**config.mk**
```make
export PLATFORM = sky130hd
export DESIGN_NAME = nibble_serial_alu_flat
export DESIGN_NICKNAME = d
export VERILOG_FILES = /design/src/rtl/alu_pkg.sv /design/src/rtl/nibble_serial_alu_if.sv /design/src/rtl/cla_slice.sv /design/src/rtl/nibble_serial_alu.sv /design/src/flat_wrapper.sv
export SDC_FILE = /design/constraint.sdc
export NUM_CORES = 1
export LEC_CHECK = 0
export BUFFER_PORTS_ARGS = -buffer_cell sky130_fd_sc_hd__buf_2
export CORE_MARGIN = 1.5
export CORE_UTILIZATION = 53
export CTS_BUF_LIST = sky130_fd_sc_hd__clkbuf_8
export DETAILED_ROUTE_END_ITERATION = 6
export GPL_ROUTABILITY_DRIVEN = 0
export PLACE_DENSITY = 0.78
export SLEW_MARGIN = 25
export SYNTH_ARGS = -nofsm -noshare
export SYNTH_HDL_FRONTEND = slang
export SYNTH_HIERARCHICAL = 1
export SYNTH_SLANG_ARGS = --single-unit
```
**constraint.sdc**
```tcl
create_clock -name clk -period 4 [get_ports clk]
set_input_delay 0.4 -clock clk [delete_from_list [all_inputs] [get_ports clk]]
set_output_delay 0.4 -clock clk [all_outputs]
set_load 0.01 [all_outputs]
```
**src/rtl/alu_pkg.sv**
```systemverilog
// Shared types and constants for the nibble-serial ALU.
// Contents:
//   state_t   - controller states IDLE / BUSY / DONE
//   SEL_*     - operand B conditioning select encodings
//   SLICE_W   - width of one carry-lookahead slice
package alu_pkg;

    typedef enum logic [1:0] {
        IDLE = 2'd0,
        BUSY = 2'd1,
        DONE = 2'd2
    } state_t;

    localparam logic [1:0] SEL_B    = 2'b00;
    localparam logic [1:0] SEL_NB   = 2'b01;
    localparam logic [1:0] SEL_ZERO = 2'b10;
    localparam logic [1:0] SEL_ONES = 2'b11;

    localparam int SLICE_W = 4;

endpackage

```
**src/rtl/nibble_serial_alu_if.sv**
```systemverilog
// Request/result bus of the nibble-serial ALU.
// Request side : in_valid, in_ready, a, b, s, cin
// Result side  : out_valid, out_ready, d, cout
//                (+ zero, negative, overflow when ALU_STATUS_FLAGS_EN is defined)
// Modports: slave = the ALU, master = the block driving requests / taking results.
interface nibble_serial_alu_if #(
    parameter int WIDTH = 16
);
    logic             in_valid;
    logic             in_ready;
    logic [WIDTH-1:0] a;
    logic [WIDTH-1:0] b;
    logic [1:0]       s;
    logic             cin;
    logic             out_valid;
    logic             out_ready;
    logic [WIDTH-1:0] d;
    logic             cout;
`ifdef ALU_STATUS_FLAGS_EN
    logic             zero;
    logic             negative;
    logic             overflow;
`endif

    modport slave (
        input  in_valid, a, b, s, cin, out_ready,
        output in_ready, out_valid, d, cout
`ifdef ALU_STATUS_FLAGS_EN
        , output zero, negative, overflow
`endif
    );

    modport master (
        output in_valid, a, b, s, cin, out_ready,
        input  in_ready, out_valid, d, cout
`ifdef ALU_STATUS_FLAGS_EN
        , input zero, negative, overflow
`endif
    );

endinterface

```
**src/rtl/cla_slice.sv**
```systemverilog
// 4-bit carry-lookahead adder slice, purely combinational.
// Ports:
//   a4, b4 - slice operands
//   ci     - carry in
//   s4     - slice sum
//   co     - carry out of bit 3
//   c3     - carry into bit 3 (gives two's-complement overflow on the top slice)
module cla_slice
    import alu_pkg::*;
(
    input  logic [SLICE_W-1:0] a4,
    input  logic [SLICE_W-1:0] b4,
    input  logic               ci,
    output logic [SLICE_W-1:0] s4,
    output logic               co,
    output logic               c3
);

    logic [SLICE_W-1:0] g;
    logic [SLICE_W-1:0] p;
    logic               c1;
    logic               c2;

    assign g = a4 & b4;
    assign p = a4 ^ b4;

    assign c1 = g[0] | (p[0] & ci);
    assign c2 = g[1] | (p[1] & g[0]) | (p[1] & p[0] & ci);
    assign c3 = g[2] | (p[2] & g[1]) | (p[2] & p[1] & g[0])
              | (p[2] & p[1] & p[0] & ci);
    assign co = g[3] | (p[3] & g[2]) | (p[3] & p[2] & g[1])
              | (p[3] & p[2] & p[1] & g[0]) | (p[3] & p[2] & p[1] & p[0] & ci);

    assign s4 = p ^ {c3, c2, c1, ci};

endmodule

```
**src/rtl/nibble_serial_alu.sv**
```systemverilog
// Nibble-serial add/sub/inc/dec/pass unit: d = a + y + cin, y = b, ~b, 0 or all-ones.
// One 4-bit CLA slice per clock, carry registered between slices.
// Ports:
//   clk, rst_n - clock, asynchronous active-low reset
//   bus        - request/result bus (slave modport)
// Optional: ALU_STATUS_FLAGS_EN adds zero/negative/overflow on the result side.
//
// state | meaning
// IDLE  | ready for a request; operands captured on in_valid
// BUSY  | one slice per cycle, idx selects the nibble
// DONE  | result valid, held until out_ready
module nibble_serial_alu
    import alu_pkg::*;
#(
    parameter int WIDTH = 16
) (
    input  logic                clk,
    input  logic                rst_n,
    nibble_serial_alu_if.slave  bus
);

    localparam int NSLICE = WIDTH / SLICE_W;
    localparam int IDX_W  = (NSLICE > 1) ? $clog2(NSLICE) : 1;
    localparam logic [IDX_W-1:0] LAST_IDX = IDX_W'(NSLICE - 1);

    generate
        if ((WIDTH % SLICE_W) != 0 || WIDTH < SLICE_W) begin : g_bad_width
            $error("nibble_serial_alu: WIDTH must be a positive multiple of 4");
        end
    endgenerate

    state_t             state;
    state_t             state_nxt;
    logic               in_ready;
    logic               out_valid;
    logic               accept;
    logic               last;

    logic [WIDTH-1:0]   y_cond;
    logic [WIDTH-1:0]   a_q;
    logic [WIDTH-1:0]   y_q;
    logic [WIDTH-1:0]   d_q;
    logic [WIDTH-1:0]   d_nxt;
    logic               c_q;
    logic               cout_q;
    logic [IDX_W-1:0]   idx;

    logic [SLICE_W-1:0] slice_sum;
    logic               slice_co;
    logic               slice_c3;

    always_comb begin
        y_cond = '1;
        case (bus.s)
            SEL_B:    y_cond = bus.b;
            SEL_NB:   y_cond = ~bus.b;
            SEL_ZERO: y_cond = '0;
            default:  y_cond = '1;
        endcase
    end

    cla_slice u_slice (
        .a4 (a_q[idx*SLICE_W +: SLICE_W]),
        .b4 (y_q[idx*SLICE_W +: SLICE_W]),
        .ci (c_q),
        .s4 (slice_sum),
        .co (slice_co),
        .c3 (slice_c3)
    );

    // Result with the current nibble merged in; on the last slice this is the
    // complete sum, which the zero flag needs before it is registered.
    always_comb begin
        d_nxt = d_q;
        d_nxt[idx*SLICE_W +: SLICE_W] = slice_sum;
    end

    assign last   = (idx == LAST_IDX);
    assign accept = (state == IDLE) && bus.in_valid;

    always_ff @(posedge clk or negedge rst_n) begin
        if (!rst_n) state <= IDLE;
        else        state <= state_nxt;
    end

    always_comb begin
        state_nxt = state;
        in_ready  = 1'b0;
        out_valid = 1'b0;
        case (state)
            IDLE: begin
                in_ready = 1'b1;
                if (bus.in_valid) state_nxt = BUSY;
            end
            BUSY: begin
                if (last) state_nxt = DONE;
            end
            DONE: begin
                out_valid = 1'b1;
                if (bus.out_ready) state_nxt = IDLE;
            end
            default: state_nxt = IDLE;
        endcase
    end

    always_ff @(posedge clk or negedge rst_n) begin
        if (!rst_n) begin
            a_q    <= '0;
            y_q    <= '0;
            d_q    <= '0;
            c_q    <= 1'b0;
            cout_q <= 1'b0;
            idx    <= '0;
        end else if (accept) begin
            a_q <= bus.a;
            y_q <= y_cond;
            c_q <= bus.cin;
            idx <= '0;
        end else if (state == BUSY) begin
            d_q <= d_nxt;
            c_q <= slice_co;
            idx <= idx + 1'b1;
            if (last) cout_q <= slice_co;
        end
    end

    assign bus.in_ready  = in_ready;
    assign bus.out_valid = out_valid;
    assign bus.d         = d_q;
    assign bus.cout      = cout_q;

`ifdef ALU_STATUS_FLAGS_EN
    logic zero_q;
    logic neg_q;
    logic ovf_q;

    always_ff @(posedge clk or negedge rst_n) begin
        if (!rst_n) begin
            zero_q <= 1'b0;
            neg_q  <= 1'b0;
            ovf_q  <= 1'b0;
        end else if (state == BUSY && last) begin
            zero_q <= (d_nxt == '0);
            neg_q  <= slice_sum[SLICE_W-1];
            ovf_q  <= slice_c3 ^ slice_co;
        end
    end

    assign bus.zero     = zero_q;
    assign bus.negative = neg_q;
    assign bus.overflow = ovf_q;
`else
    logic unused_c3;
    assign unused_c3 = slice_c3;
`endif

endmodule

```
**src/flat_wrapper.sv**
```systemverilog
// flat-port wrapper written by rule: the top's interface ports become plain ports
module nibble_serial_alu_flat import alu_pkg::*;
#(
    parameter int WIDTH = 16
)
  (clk, rst_n, bus_in_valid, bus_a, bus_b, bus_s, bus_cin, bus_out_ready, bus_in_ready, bus_out_valid, bus_d, bus_cout);
  nibble_serial_alu_if #(.WIDTH(WIDTH)) bus_i ();
  input  logic clk;
  input  logic rst_n;
  input wire logic [$bits(bus_i.in_valid)-1:0] bus_in_valid;
  input wire logic [$bits(bus_i.a)-1:0] bus_a;
  input wire logic [$bits(bus_i.b)-1:0] bus_b;
  input wire logic [$bits(bus_i.s)-1:0] bus_s;
  input wire logic [$bits(bus_i.cin)-1:0] bus_cin;
  input wire logic [$bits(bus_i.out_ready)-1:0] bus_out_ready;
  output wire logic [$bits(bus_i.in_ready)-1:0] bus_in_ready;
  output wire logic [$bits(bus_i.out_valid)-1:0] bus_out_valid;
  output wire logic [$bits(bus_i.d)-1:0] bus_d;
  output wire logic [$bits(bus_i.cout)-1:0] bus_cout;
  assign bus_i.in_valid = bus_in_valid;
  assign bus_i.a = bus_a;
  assign bus_i.b = bus_b;
  assign bus_i.s = bus_s;
  assign bus_i.cin = bus_cin;
  assign bus_i.out_ready = bus_out_ready;
  assign bus_in_ready = bus_i.in_ready;
  assign bus_out_valid = bus_i.out_valid;
  assign bus_d = bus_i.d;
  assign bus_cout = bus_i.cout;
  nibble_serial_alu #(.WIDTH(WIDTH)) u_core (.clk(clk), .rst_n(rst_n), .bus(bus_i));
endmodule
```
After elaboration in Yosys (flattened, before gate mapping)
Cells that the tools add are included.

Bits in registers: 54. Logic and storage cells: 71. Input port bits: 39.

Bitwise logic cells: 31. Reductions and logical operators: 7. Multiplexer cells: 12. Shift-type cells: 4. Equality and inequality tests: 8. $add $sub $neg: 2.

Operator list (number): $pmux W16 S3 (1); $neg A4 Y34 (1); $shift A4 B34 Y16 const A (1); $shiftx A4 B34 Y16 (1); $shiftx A16 B5 Y4 (2); $and A1 B1 Y1 (16); $bwmux W16 (1); $not A16 Y16 (1); $mux W2 (5); $or A1 B1 Y1 (10); $xor A4 B4 Y4 (2); $eq A2 B2 Y1 const B (3); $pmux W2 S3 (1); $reduce_and A3 Y1 (2); $and A4 B4 Y4 (1); $eq A2 B1 Y1 const B (2); $logic_not A2 Y1 (2); $mux W1 (4); $ne A2 B2 Y1 const B (2); $add A2 B1 Y2 const B (1); $ne A2 B1 Y1 const B (1); $reduce_and A2 Y1 (1); $reduce_bool A2 Y1 (1); $logic_and A1 B1 Y1 (1); $not A1 Y1 (1).

Depth between registers and ports, before layout
Word-level depth: 9. Mapped depth: 8.

Cells and area by module
The synthesis kept the hierarchy.

By module, submodules not included: nibble_serial_alu (cells each 207, sequential area each 1351.3 um^2, area each 2616.3 um^2, instances 1); cla_slice (cells each 18, sequential area each 0.0 um^2, area each 155.1 um^2, instances 1).

Worst setup path after synthesis
Ideal clock, no wire load.

Path type: register to register. From: register u_core.idx[0]. To: register u_core.cout_q (netlist: u_core/bus.cout). Required time: 3.875 ns. Data arrival time: 2.288 ns. Buffers on the path: 1. Stages on the path, launching flop included: 8. Path slack: 1.587 ns. Cells stage by stage: dfrtp_1 > buf_4 > mux4_2 > ha_1 > a211oi_2 > o21bai_2 > a21o_1 > mux2_2.

Word-level cells in the longest chain between the ends: 7. Elaborated cells on any way between the ends: 17.

Ends and longest elaborated chain: start: declaration (line nibble_serial_alu.sv:46) `logic [IDX_W-1:0] idx;`; start signal: assignment (line nibble_serial_alu.sv:122) `idx <= idx + 1'b1;`; $shiftx A16 B5 Y4 (on tied branches) (line nibble_serial_alu.sv:63, nibble_serial_alu.sv:64); $xor A4 B4 Y4 or $and A4 B4 Y4 (tied branches) (line cla_slice.sv:25, cla_slice.sv:24); $and A1 B1 Y1 (on tied branches) (line cla_slice.sv:31, cla_slice.sv:32); $or A1 B1 Y1 (tied with other cells) (line cla_slice.sv:31) `assign co = g[3] | (p[3] & g[2]) | (p[3] & p[2] & g[1])`; $or A1 B1 Y1 or $and A1 B1 Y1 (tied branches) (line cla_slice.sv:31, cla_slice.sv:32); $or A1 B1 Y1 or $and A1 B1 Y1 (tied branches) (line cla_slice.sv:32) `| (p[3] & p[2] & p[1] & g[0]) | (p[3] & p[2] & p[1] & p[0] & ci);`; $or A1 B1 Y1 (*) (line cla_slice.sv:32); net u_core.slice_co (line nibble_serial_alu.sv:49) `logic slice_co;`; end signal: assignment (line nibble_serial_alu.sv:123) `if (last) cout_q <= slice_co;`; end: declaration (line nibble_serial_alu.sv:45) `logic cout_q;`.

The timed path passes the listed nets; every way through them passes the cells marked *. A chain may end at the register's enable or synchronous reset.

Final worst setup path
From: register u_core.idx[0]. To: register u_core.d_q[11] (netlist: u_core/bus.d[11]).

Word-level cells in the longest chain between the ends: 9. Elaborated cells on any way between the ends: 24.

Ends and longest elaborated chain: $shiftx A16 B5 Y4 (on tied branches) (line nibble_serial_alu.sv:63, nibble_serial_alu.sv:64); $xor A4 B4 Y4 or $and A4 B4 Y4 (tied branches) (line cla_slice.sv:25, cla_slice.sv:24); $and A1 B1 Y1 (on tied branches) (line cla_slice.sv:29, cla_slice.sv:30); $or A1 B1 Y1 (tied with other cells) (line cla_slice.sv:29) `assign c3 = g[2] | (p[2] & g[1]) | (p[2] & p[1] & g[0])`; $or A1 B1 Y1 or $and A1 B1 Y1 (tied branches) (line cla_slice.sv:29, cla_slice.sv:30); $or A1 B1 Y1 (*) (line cla_slice.sv:30) `| (p[2] & p[1] & p[0] & ci);`; net u_core.slice_c3 (line nibble_serial_alu.sv:50) `logic slice_c3;`; $xor A4 B4 Y4 (*) (line cla_slice.sv:34) `assign s4 = p ^ {c3, c2, c1, ci};`; net u_core.slice_sum[3] (line nibble_serial_alu.sv:48) `logic [SLICE_W-1:0] slice_sum;`; $shiftx A4 B34 Y16 (*) (line nibble_serial_alu.sv:75) `d_nxt[idx*SLICE_W +: SLICE_W] = slice_sum;`; $bwmux W16 (*) (line nibble_serial_alu.sv:75); end signal: assignment (line nibble_serial_alu.sv:120) `d_q <= d_nxt;`; end: declaration (line nibble_serial_alu.sv:42) `logic [WIDTH-1:0] d_q;`.

Marked as above.

==> parameters.txt <==
Parameter                              Value

Synth
  Number of flops mapped to enable cells by yosys    0
  Mean cell area of the mapped netlist    between 10 and 15 µm²
  Post-synthesis instance area    ~2800 µm²
  Synth Instances    225
  Unique cell type count in the Yosys netlist    36
  Net Count, Synth    ~270
  Number of register bits inferred by synthesis    54
  Most used flip-flop cell after synthesis    sky130_fd_sc_hd__dfrtp_1
  Async S/R FF share, synth    100.0%
  Number of synthesis warnings    6
  Seq/Total Area, Yosys    48.76%

Routing
  Final antenna-violating net count    0
  Average routed wire per standard cell    14.31 µm
  DRC marker count from the first detailed-route iteration    75
  Number of optimization iterations in the first detailed-route pass    4
  DRC violations left    0
  Post-Route WL    around 5000 µm
  Total via count in the routed design    1860
  Detail-routed via count per cell    5.314

Cells and area
  Leading cell type in the layout, fill and taps excluded    sky130_fd_sc_hd__buf_2
  Layout cells sized above 1    36.07%
  Layout overhead on the synthesized area    14.58%
  Highest-count cells in the layout ignoring fill and taps    sky130_fd_sc_hd__buf_2 (57), sky130_fd_sc_hd__dfrtp_1 (54), sky130_fd_sc_hd__nor2_1 (20)
  Final antenna diode count    0
  Number of nets in the final layout    328
  Cell area after layout    3176 µm²

Power
  Switching part of the total power    between 40% and 50%
  Tot Pwr    0.002702 W
  Share of total power in combinational logic    roughly 50%
  Leakage power    1.462 nW
  Power per standard cell area    around 850 nW/µm²
  Portion of total power attributed to sequential cells    36.7%
  Net switching component of the power    0.001123 W
  Share of total power in the clock network    approximately 12%
  Internal power consumption    0.001578 W
  Largest voltage drop on the vdd net    473.2 µV

Setup path
  Cell chain of the critical path    mux4_2 > ha_1 > a211oi_2 > o21bai_2 > xor2_1 > a22o_1
  Endpoint arrival time on the critical path    2.97 ns
  Crit path required time    4.24 ns
  Element type at the critical path end    register
  Startpoint type of the worst setup path    register
  WP buf/inv    0
  Critical path's largest stage delay    0.80 ns
  Maximum fanout along the worst path    16
  Type of the worst setup path    register to register
  Critical path launch point    u_core/idx[0]$_DFFE_PN0P_
  Worst path top cell family by delay    flip-flops
  Crit Reg-Reg Startpoint    u_core/idx[0]$_DFFE_PN0P_
  Crit-path slowest cell    sky130_fd_sc_hd__dfrtp_1

CTS
  TritonCTS clock tree    yes
  Worst skew pair latency    0.30 ns
  Setup Buffers After CTS    0
  Hold-fix buffers at CTS    0
  CTS sink cnt    54
  Maximum clock path buffer count    2
  Clock Tree Root    sky130_fd_sc_hd__clkbuf_8
  Clock slew at reported path FFs    0.09 ns
  CTS-repair resized insts    0
  Number of levels in the clock H-tree    2
  Number of buffers added by the clock tree synthesis step    5

STA
  Tcrit/Tclk final    between 60% and 70%
  Sum Neg Setup Slack    0 ns
  Final max-slew violation count    0
  Relative max-transition margin    53.22%
  Highest Clock Rate    0.3666 GHz
  Number of hold violations in the final report    0
  # setup viols final    0
  Worst clock skew    0.005247 ns
  Worst Tran Pin Value    around 0.7 ns
  Min cycle time layout    roughly 2.7 ns
  Unrepaired setup endpoints after global routing    no

Placed design
  Count of buffers inserted at the top-level ports    between 50 and 60
  HPWL after DPL    ~3800 µm
  Total placed instance area    3070 µm²

Floorplan
  Width of the chip    ~75 µm
  Core box area    5075 µm²
  Number of top-level pins    58
  Std cell rows    26
  Starting density of the core    54.61%
  Die span in y    approximately 75 µm
  Die ar.    approximately 5700 µm²

Global route
  Overflow left after global routing    0
  Tot GR Track Use    19.43%
  Maximum number of pins on one net before global-route repair    55
  Antenna violations before repair    0
  Number of global-route vias before repair    roughly 1.8k
  First-pass GRT wire length    8286 µm

Run status
  Outcome    finished clean

Worst hold path
  Path class of the lowest-slack min-delay path    primary input to asynchronous set/reset pin

Run
  Reported max-cap violation count    0
[registers in the layout, indices dropped and copies added, names as in the netlist]
name and count:
u_core/a_q 16, u_core/bus.cout 1, u_core/y_q 16, u_core/bus.d 16
u_core/idx 2, u_core/state 2, u_core/c_q 1
[layer usage]
metal	vias to the layer above	track usage (%)	part of all wire, %
met5	-	0	0
met4	0	4.762	0.92
met3	5	3.836	4.2
met2	44	34.50	51
met1	910	24.56	44
li1	901	-	-
[final cells by class]
| type | count | area, µm² |
|---|---|---|
| Multi-Input combinational cell | 152 | 1305 |
| Fill cell | 433 | 1899 |
| Sequential cell | 54 | 1351 |
| Timing Repair Buffer | 59 | 300.3 |
| Tap cell | 70 | 87.58 |
| Inverter | 7 | 26.28 |
| Clock buffer | 7 | 96.34 |
| Clock inverter | 1 | 8.758 |
[cell usage after synthesis, types with 2 or more instances]
cell type,n,area (µm²)
sky130_fd_sc_hd__nor2_1,20,75.07
sky130_fd_sc_hd__buf_6,3,33.78
sky130_fd_sc_hd__nand2_1,5,18.77
sky130_fd_sc_hd__ha_1,9,112.6
sky130_fd_sc_hd__inv_1,7,26.28
sky130_fd_sc_hd__nand3b_1,2,15.01
sky130_fd_sc_hd__a22o_1,16,140.1
sky130_fd_sc_hd__and2b_1,2,15.01
sky130_fd_sc_hd__buf_4,5,37.54
sky130_fd_sc_hd__mux2_2,17,191.4
sky130_fd_sc_hd__buf_2,2,10.01
sky130_fd_sc_hd__nor3_2,2,20.02
sky130_fd_sc_hd__nor2b_1,15,93.84
sky130_fd_sc_hd__mux4_2,8,180.2
sky130_fd_sc_hd__dfrtp_1,54,1351
sky130_fd_sc_hd__xnor2_1,17,148.9
sky130_fd_sc_hd__o21ai_0,4,20.02
sky130_fd_sc_hd__a21oi_1,17,85.08
sky130_fd_sc_hd__clkbuf_1,2,7.510
sky130_fd_sc_hd__xor2_1,2,17.52
[power groups by stage]
stage               clock network (W)  logic, W  registers, W
floorplan                           0   0.00111      0.000922
global route                 0.000358   0.00154       0.00103
CTS                          0.000338   0.00139      0.000998
detailed placement                  0   0.00139       0.00101
finish                       0.000327   0.00138      0.000993
global placement                    0   0.00134      0.000997
[logic make-up (layout without fill, tap and decap cells)]
kind of cell,Yosys count,after routing,share of synthesized area [%]
AND/OR/NAND/NOR,55,55,12.10
buffers and inverters,19,74,4.154
adder cells (fa/ha/maj),10,10,4.786
flip-flops,54,54,48.76
AO/OA/AOI/OAI,43,43,10.79
multiplexers,25,25,13.41
XOR/XNOR,19,19,6.005
[final timing paths]
check	end	slack (ns)	cells past startpoint
worst max register to register	u_core/bus.d[11]$_DFFE_PN0P_	1.27	6
max in group asynchronous	u_core/a_q[5]$_DFFE_PN0P_	3.35	2
worst min register to register	u_core/bus.d[12]$_DFFE_PN0P_	0.50	1
worst max-delay path	u_core/bus.d[11]$_DFFE_PN0P_	1.27	6
worst min-delay path	u_core/bus.d[5]$_DFFE_PN0P_	0.20	2
min in group clk	u_core/state[1]$_DFFE_PN0P_	0.29	2
[per-stage QoR]
step           setup WS [ns]  hold WS, ns  std cells  util, %
2_1_floorplan          1.587       0.1044        225        -
3_3_place_gp           1.333       0.4825        342    60.50
3_5_place_dp           1.260       0.4858        342    60.50
4_1_cts                1.236       0.2326        350    62.57
5_1_grt                1.041       0.2558        350    62.57
6_report               1.272       0.2015        350    62.57
Power figures use the tool's default switching activity.
